--- src/rtl/action_input_decoder_pkg.sv ---
// Shared action codes, FSM encoding and small decode helpers for the care-button front end.
package action_input_decoder_pkg;

    localparam int N_ACTIONS = 6;

    localparam logic [2:0] ACT_NONE   = 3'd0;
    localparam logic [2:0] ACT_FEED   = 3'd1;
    localparam logic [2:0] ACT_PLAY   = 3'd2;
    localparam logic [2:0] ACT_HEAL   = 3'd3;
    localparam logic [2:0] ACT_CLEAN  = 3'd4;
    localparam logic [2:0] ACT_SLEEP  = 3'd5;
    localparam logic [2:0] ACT_SOCIAL = 3'd6;

    typedef enum logic [1:0] {
        ST_IDLE  = 2'd0,
        ST_OFFER = 2'd1,
        ST_COOL  = 2'd2
    } state_e;

    // Lowest set request index wins, so feed has the highest priority.
    function automatic logic [2:0] prio_code(input logic [N_ACTIONS-1:0] req);
        logic [2:0] code;
        code = ACT_NONE;
        for (int i = N_ACTIONS - 1; i >= 0; i--) begin
            if (req[i]) begin
                code = 3'(i + 1);
            end
        end
        return code;
    endfunction

    function automatic logic [N_ACTIONS-1:0] code_onehot(input logic [2:0] code);
        logic [N_ACTIONS-1:0] oh;
        oh = {N_ACTIONS{1'b0}};
        for (int i = 0; i < N_ACTIONS; i++) begin
            if (code == 3'(i + 1)) begin
                oh[i] = 1'b1;
            end
        end
        return oh;
    endfunction

endpackage

--- src/rtl/action_input_decoder_debounce.sv ---
// One button: two-flop synchroniser, stability counter, debounced level and a rise strobe.
module button_debounce #(
    parameter logic [15:0] DEBOUNCE_COUNT = 16'd50_000
) (
    input  logic clk,
    input  logic reset,
    input  logic btn_i,
    output logic rise_o
);

    logic        sync1_q;
    logic        sync2_q;
    logic        level_q;
    logic        level_d;
    logic [15:0] cnt_q;
    logic [15:0] cnt_d;

    // Count cycles of disagreement; flip the level on the cycle the count would reach its terminal value.
    always_comb begin
        level_d = level_q;
        cnt_d   = 16'd0;
        if (sync2_q != level_q) begin
            if ((DEBOUNCE_COUNT == 16'd0) || (cnt_q >= DEBOUNCE_COUNT - 16'd1)) begin
                level_d = sync2_q;
                cnt_d   = 16'd0;
            end else begin
                cnt_d   = cnt_q + 16'd1;
            end
        end else begin
            cnt_d = 16'd0;
        end
    end

    // Synchroniser, counter and debounced level state.
    always_ff @(posedge clk or posedge reset) begin
        if (reset) begin
            sync1_q <= 1'b0;
            sync2_q <= 1'b0;
            level_q <= 1'b0;
            cnt_q   <= 16'd0;
        end else begin
            sync1_q <= btn_i;
            sync2_q <= sync1_q;
            level_q <= level_d;
            cnt_q   <= cnt_d;
        end
    end

    // Strobe coincides with the edge that raises the level, so the pending bit lands together with it.
    assign rise_o = level_d & ~level_q;

endmodule

--- src/rtl/action_input_decoder.sv ---
// Care-button front end: debounce six buttons, latch presses, and offer one action at a time with cooldown.
module action_input_decoder
    import action_input_decoder_pkg::*;
#(
    parameter logic [15:0] DEBOUNCE_COUNT = 16'd50_000,
    parameter logic [23:0] COOLDOWN_COUNT = 24'd10_000_000
) (
    input  logic                 clk,
    input  logic                 reset,
    input  logic [N_ACTIONS-1:0] buttons,
    output logic                 action_valid,
    output logic [2:0]           action_code,
    input  logic                 action_ready,
    output logic                 busy,
    output logic [N_ACTIONS-1:0] pending
);

    logic [N_ACTIONS-1:0] rise_s;
    logic [N_ACTIONS-1:0] clr_s;
    logic [N_ACTIONS-1:0] pending_q;
    logic [N_ACTIONS-1:0] pending_d;
    state_e               state_q;
    logic                 action_valid_q;
    logic [2:0]           action_code_q;
    logic                 busy_q;
    logic [23:0]          cool_cnt_q;

    for (genvar g = 0; g < N_ACTIONS; g++) begin : g_btn
        button_debounce #(
            .DEBOUNCE_COUNT(DEBOUNCE_COUNT)
        ) u_debounce (
            .clk    (clk),
            .reset  (reset),
            .btn_i  (buttons[g]),
            .rise_o (rise_s[g])
        );
    end

    // A fresh press on the accepting edge outranks the clear, so OR the rises in last.
    always_comb begin
        clr_s = {N_ACTIONS{1'b0}};
        if ((state_q == ST_OFFER) && action_ready) begin
            clr_s = code_onehot(action_code_q);
        end else begin
            clr_s = {N_ACTIONS{1'b0}};
        end
        pending_d = (pending_q & ~clr_s) | rise_s;
    end

    // Pending request register.
    always_ff @(posedge clk or posedge reset) begin
        if (reset) begin
            pending_q <= {N_ACTIONS{1'b0}};
        end else begin
            pending_q <= pending_d;
        end
    end

    // Offer/cooldown sequencer with registered handshake outputs.
    always_ff @(posedge clk or posedge reset) begin
        if (reset) begin
            state_q        <= ST_IDLE;
            action_valid_q <= 1'b0;
            action_code_q  <= ACT_NONE;
            busy_q         <= 1'b0;
            cool_cnt_q     <= 24'd0;
        end else begin
            case (state_q)
                ST_IDLE: begin
                    if (pending_q != {N_ACTIONS{1'b0}}) begin
                        state_q        <= ST_OFFER;
                        action_valid_q <= 1'b1;
                        action_code_q  <= prio_code(pending_q);
                    end
                end
                ST_OFFER: begin
                    if (action_ready) begin
                        action_valid_q <= 1'b0;
                        action_code_q  <= ACT_NONE;
                        cool_cnt_q     <= 24'd0;
                        if (COOLDOWN_COUNT == 24'd0) begin
                            state_q <= ST_IDLE;
                            busy_q  <= 1'b0;
                        end else begin
                            state_q <= ST_COOL;
                            busy_q  <= 1'b1;
                        end
                    end
                end
                ST_COOL: begin
                    if (cool_cnt_q >= COOLDOWN_COUNT - 24'd1) begin
                        state_q    <= ST_IDLE;
                        busy_q     <= 1'b0;
                        cool_cnt_q <= 24'd0;
                    end else begin
                        cool_cnt_q <= cool_cnt_q + 24'd1;
                    end
                end
                default: begin
                    state_q        <= ST_IDLE;
                    action_valid_q <= 1'b0;
                    action_code_q  <= ACT_NONE;
                    busy_q         <= 1'b0;
                    cool_cnt_q     <= 24'd0;
                end
            endcase
        end
    end

    assign action_valid = action_valid_q;
    assign action_code  = action_code_q;
    assign busy         = busy_q;
    assign pending      = pending_q;

endmodule

--- config.mk ---
export PLATFORM = sky130hd
export DESIGN_NAME = action_input_decoder
export DESIGN_NICKNAME = d
export VERILOG_FILES = /design/src/rtl/action_input_decoder_pkg.sv /design/src/rtl/action_input_decoder_debounce.sv /design/src/rtl/action_input_decoder.sv
export SDC_FILE = /design/constraint.sdc
export NUM_CORES = 1
export LEC_CHECK = 0
export CORE_MARGIN = 2
export CORE_UTILIZATION = 60
export CTS_BUF_LIST = sky130_fd_sc_hd__clkbuf_2 sky130_fd_sc_hd__clkbuf_4 sky130_fd_sc_hd__clkbuf_8
export CTS_CLUSTER_DIAMETER = 60
export DETAILED_ROUTE_END_ITERATION = 10
export GPL_ROUTABILITY_DRIVEN = 0
export HOLD_SLACK_MARGIN = 0.08
export PLACE_DENSITY = 0.75
export SLEW_MARGIN = 20
export SYNTH_ARGS = -nofsm -noshare
export SYNTH_HDL_FRONTEND = slang
export SYNTH_SLANG_ARGS = --single-unit
--- constraint.sdc ---
create_clock -name clk -period 5 [get_ports clk]
set_clock_uncertainty 0.05 [all_clocks]
set_input_delay 0.5 -clock clk [delete_from_list [all_inputs] [get_ports clk]]
set_output_delay 0.5 -clock clk [all_outputs]
set_load 0.01 [all_outputs]
== Yosys cells after proc, flatten, opt, wreduce, memory -nomap -nowiden ==
Cells that the tools add are included.

* Flip-flop bits (word level): 151
* Word-level logic and storage cells: 138
* Input port bits: 9
* Output and inout port bits: 11

* Reductions and logical operators: 7
* Multiplexer cells: 53
* Eq/ne operators: 17
* Magnitude comparators: 7
* Bitwise logic cells: 17
* $add $sub $neg: 7

{| class="wikitable"
|+ Operators with widths
! operator !! number
|-
| two-way mux 16 bit || 12
|-
| adder 16 x 1 -> 16 bit, second input constant || 6
|-
| >= comparator 16 bit, second input constant || 6
|-
| case mux 24 bit (3 select lines) || 1
|-
| two-way mux 24 bit || 2
|-
| adder 24 x 1 -> 24 bit, second input constant || 1
|-
| >= comparator 24 bit, second input constant || 1
|-
| two-way mux 3 bit || 8
|-
| two-way mux 1 bit || 22
|-
| equality test 3 bit, second input constant || 3
|-
| case mux 3 bit (3 select lines) || 1
|-
| AND reduction 3 bit || 3
|-
| inverter 1 bit || 8
|-
| AND 1 bit || 6
|-
| AND 6 bit || 1
|-
| equality test 3 x 2 -> 1 bit, second input constant || 2
|-
| two-way mux 2 bit || 3
|-
| two-way mux 6 bit || 1
|-
| != test 1 bit || 6
|-
| != test 2 bit, second input constant || 3
|-
| inverter 6 bit || 1
|-
| OR 6 bit || 1
|-
| case mux 1 bit (3 select lines) || 2
|-
| case mux 2 bit (3 select lines) || 1
|-
| other kinds (7) || 7
|}

== Longest topological paths before layout ==
* Word-level depth: 8
* Depth in mapped cells: 8
* Gate-level depth less buffers: 6

== Hierarchy ==
From an unflattened synthesis, not the netlist that was laid out.

* Cells, all modules: 725
* Area total of the unflattened synthesis: 7694.9 um^2

{| class="wikitable"
|+ By module, submodules not included
! module !! times used !! cells an instance !! seq. area each (um^2) !! area an instance (um^2)
|-
| button_debounce || 6 || 88 || 475.5 || 948.4
|-
| action_input_decoder || 1 || 197 || 925.9 || 2004.4
|}

== Worst setup path after synthesis ==
No wires, ideal clock.

* Kind: flip-flop to flip-flop
* Start point: reg cool_cnt_q[0]
* End point: reg cool_cnt_q[23]
* Clock period less this slack: 1936 ps
* Arrival: 1821 ps
* Path slack: 3064 ps
* Setup time: 65 ps
* Required time: 4885 ps
* Cell stages (with the launch flop): 8
* Buffers on the path: 1
* Cell sequence: dfrtp_1 ha_1 and3_1 a41o_1 nand4_1 clkbuf_1 and2_1 o22a_1

* Cells in the longest elaborated chain, start to end: 3
* Elaborated cells on any way between the ends: 4
* Classes of those cells: add/sub (1); order compare (1); mux (2)

{| class="wikitable"
|+ RTL lines
! item !! RTL line !! text
|-
| start: declaration || action_input_decoder.sv:26 || <nowiki>logic [23:0] cool_cnt_q;</nowiki>
|-
| start signal: assignment || action_input_decoder.sv:96 || <nowiki>cool_cnt_q <= cool_cnt_q + 24'd1;</nowiki>
|-
| adder 24 x 1 -> 24 bit / >= comparator 24 bit (equally long branches) || action_input_decoder.sv:96, action_input_decoder.sv:91 ||
|-
| two-way mux 24 bit (*) || action_input_decoder.sv:91 || <nowiki>if (cool_cnt_q >= COOLDOWN_COUNT - 24'd1) begin</nowiki>
|-
| case mux 24 bit (3 select lines) (*) || action_input_decoder.sv:68 || <nowiki>case (state_q)</nowiki>
|}

Mark *: on every way between the ends. The rest lies on a longest branch, timed or not.
A chain may end at the register's enable or synchronous reset.

== Worst setup path after layout ==
* Start point: reg cool_cnt_q[0]
* End point: reg cool_cnt_q[11]

Same word-level chain as after synthesis.

==> impl_results.md <==
- Iteration-0 DRC Markers: 469
- # rows: 40
- Worst-skew pair later-pin latency: 0.45 ns
- Crit-path cells: ha_1 > and3_1 > a41o_1 > nand4_1 > a21oi_2 > nor2_1
- WS Path Type: reg2reg
- Die area: 0.01301 sq mm
- Slew Limit Fails: 0
- Max-slew headroom: 0.4288
- Buf+Inv Stages, Crit Path: 0
- Top FF cell, synth: dfrtp_1
- Sequential share of the synthesized area: 0.5197
- DRC errors left: 0
- Initial antenna violation count: 0
- GRT Util Overall: 0.2260
- DR WL/cell: 14.89 microns
- Die Ht: 114.1 microns
- Leak: 3.429 nW
- Num Clock Sinks: 151
- Unique cell type count in the Yosys netlist: 57
- Via count: 5,155
- Synth async-reset ratio: 1.000
- Crit Path Max Fanout: 16
- Flops & latches, synth: 151
- Vias in the first global route: 5,050
- Max VDD drop: 0.0002976 V
- Clock transition at the registers of the reported paths: 0.08 ns
- Critical path's slowest cell: a21oi_2
- Yosys warnings: 0
- Diode count: 0
- Hold Slack: 0.3011 ns
- CTS Root Cell: clkbuf_8
- Final instance area: 0.007954 sq mm
- H-tree Lvls: 4
- Cells after Synth: 713
- Worst EP required: 5.24 ns
- # hold bufs at CTS: 0
- Initial Utilization: 0.6104
- Syn nets: 729
- IO Pins: 20
- Outcome: complete, no violations
- Num CTS Buffers: 17
- Share of cells above drive strength 1: 0.1068
- Post-detail-place hpwl: 9050 microns
- Core Box Area: 0.01191 sq mm
- Die W: 114.1 microns
- PD cells: 334.9 mW/mm^2
- Syn avg cell area: 10.20 sq um
- RSZ-0062 raised after global routing: no
- I/O Buffers: 19
- # resized after CTS: 0
- Maximum root-to-sink buffer count: 2
- Least-Margin Pin Slew: 0.8489 ns
- Final setup vio count: 0
- F_max: 393.4 MHz
- Final Routed Wirelength: 13,350 microns
- Endpoints failing hold: 0
- Mapped cell area: 0.007271 sq mm
- Routed Antenna Nets: 0
- Nets: 752
- Worst setup EP type: flop
- Vias per inst: 5.753
- Final min period: 2.542 ns
- CP peak stage delay: 0.75 ns
- Post-CTS Setup Repair Bufs: 0
- Largest net degree at the start of global routing: 126
- Classification of the worst-slack hold path: reg2reg
- Setup TNS: 0 ns
- Final period util: 0.5084
- CTS tree: yes
- Synth-to-Final Area Change: 9.396%
- Dpl cell area: 0.007552 sq mm
- Remaining Overflow, GRT: 0
- Cell family with most CP delay: compound AO/OA/AOI/OAI gates
- Global-route wire length before repair: 23,550 microns
- Worst Path Arrival: 2.78 ns
- Setup crit start kind: flop
- Maximum Capacitance Violations: 0
- Iteration count of the initial detailed-routing pass: 7
- Post-synth EDFFs: 0
through the flow:
stage                     total power, mW  instances  setup WS (ns)  utilization
after floorplan                     1.614        713         0.3853            -
after global placement              1.757        864          2.392       0.6340
after detailed placement            1.776        864          2.301       0.6340
after CTS                           2.694        896          2.357       0.6673
after global routing                2.800        896          2.234       0.6678
final                               2.664        896          2.458       0.6678
sequential cells by signal, summed over array words and instances (netlist names):
| register | count |
|---|---|
| busy | 1 |
| state_q | 2 |
| pending | 6 |
| g_btn.u_debounce.sync2_q | 6 |
| g_btn.u_debounce.sync1_q | 6 |
| action_valid | 1 |
| g_btn.u_debounce.level_q | 6 |
| action_code | 3 |
| g_btn.u_debounce.cnt_q | 96 |
| cool_cnt_q | 24 |
Yosys cell counts, drive strengths merged (8+ instances only):
master | instances | area [sq um]
inv | 15 | 56.30
dfrtp | 151 | 3779
nand2 | 49 | 191.4
clkbuf | 8 | 30.03
o21ai | 23 | 115.1
nor3 | 16 | 90.09
nor2 | 138 | 625.6
nand2b | 10 | 62.56
nand3 | 56 | 280.3
xnor2 | 47 | 411.6
xor2 | 50 | 437.9
a21oi | 13 | 72.57
nand4 | 18 | 118.9
and3 | 26 | 162.7
buf | 8 | 75.06
power breakdown:
group | switching (mW) | internal, mW | leakage (nW) | total, mW
sequential | 0.0951 | 1.29 | 2.04 | 1.38
clock | 0.439 | 0.472 | 0.194 | 0.911
combinational | 0.218 | 0.150 | 1.20 | 0.368
layer usage:
| layer | track usage | vias up | part of all wire |
|---|---|---|---|
| li1 | - | 2503 | - |
| met1 | 0.3051 | 2526 | 0.46 |
| met2 | 0.3536 | 111 | 0.48 |
| met3 | 0.06670 | 15 | 0.048 |
| met4 | 0.07561 | 0 | 0.012 |
| met5 | 0 | - | 0 |
worst paths after layout:
path                                                       start                                      end  slack, ns  cells past startpoint
min                        g_btn[5].u_debounce.sync1_q$_DFF_PP0_    g_btn[5].u_debounce.sync2_q$_DFF_PP0_       0.30                      0
min in group asynchronous                                  reset  g_btn[4].u_debounce.cnt_q[15]$_DFF_PP0_       0.59                      2
min reg2reg                g_btn[5].u_debounce.sync1_q$_DFF_PP0_    g_btn[5].u_debounce.sync2_q$_DFF_PP0_       0.30                      0
max in group asynchronous                                  reset               cool_cnt_q[18]$_DFFE_PP0P_       3.42                      3
max                                    cool_cnt_q[0]$_DFFE_PP0P_               cool_cnt_q[11]$_DFFE_PP0P_       2.46                      6
max reg2reg                            cool_cnt_q[0]$_DFFE_PP0P_               cool_cnt_q[11]$_DFFE_PP0P_       2.46                      6
layout make-up:
| cell class | instances | area [sq um] |
|---|---|---|
| clock buffers | 20 | 269.0 |
| well taps | 147 | 183.9 |
| clock inverters | 12 | 127.6 |
| multi-input cells | 531 | 3333 |
| flip-flops and latches | 151 | 3779 |
| repair buffers | 20 | 197.7 |
| fillers | 947 | 3958 |
| inverters | 15 | 63.81 |
cells in the final DEF, fill, tap and decap left out, types with 5 or more instances in the layout:
cell	n
dfrtp_1	151
nor2_1	111
nand3_1	56
xor2_1	50
xnor2_1	47
nand2_1	46
and3_1	26
o21ai_0	19
nor2_2	19
clkbuf_8	19
clkdlybuf4s50_1	19
nand4_1	17
inv_1	14
nor3_1	14
a21oi_1	11
nand2b_1	9
nor2_4	8
ha_1	7
nor4_1	6
a31oi_1	6
and2_1	5
kinds of logic (layout without fill, tap and decap cells):
group,count (synthesis),in the layout,share of synthesized area
AOI/OAI and AO/OA,71,71,0.06884
xor gates and xnor gates,97,97,0.1168
adders and majority gates,7,7,0.01205
buffers and inverters,31,67,0.02220
DFF,151,151,0.5197
muxes,8,8,0.01205
and+or+nand+nor,348,348,0.2483
worst register-to-register path: stages, from the launching register on:
cell	delay (ns)
dfrtp_1	0.39
ha_1	0.23
and3_1	0.26
a41o_1	0.19
nand4_1	0.37
a21oi_2	0.75
nor2_1	0.14
No activity file was read; power rests on OpenSTA's default activity.
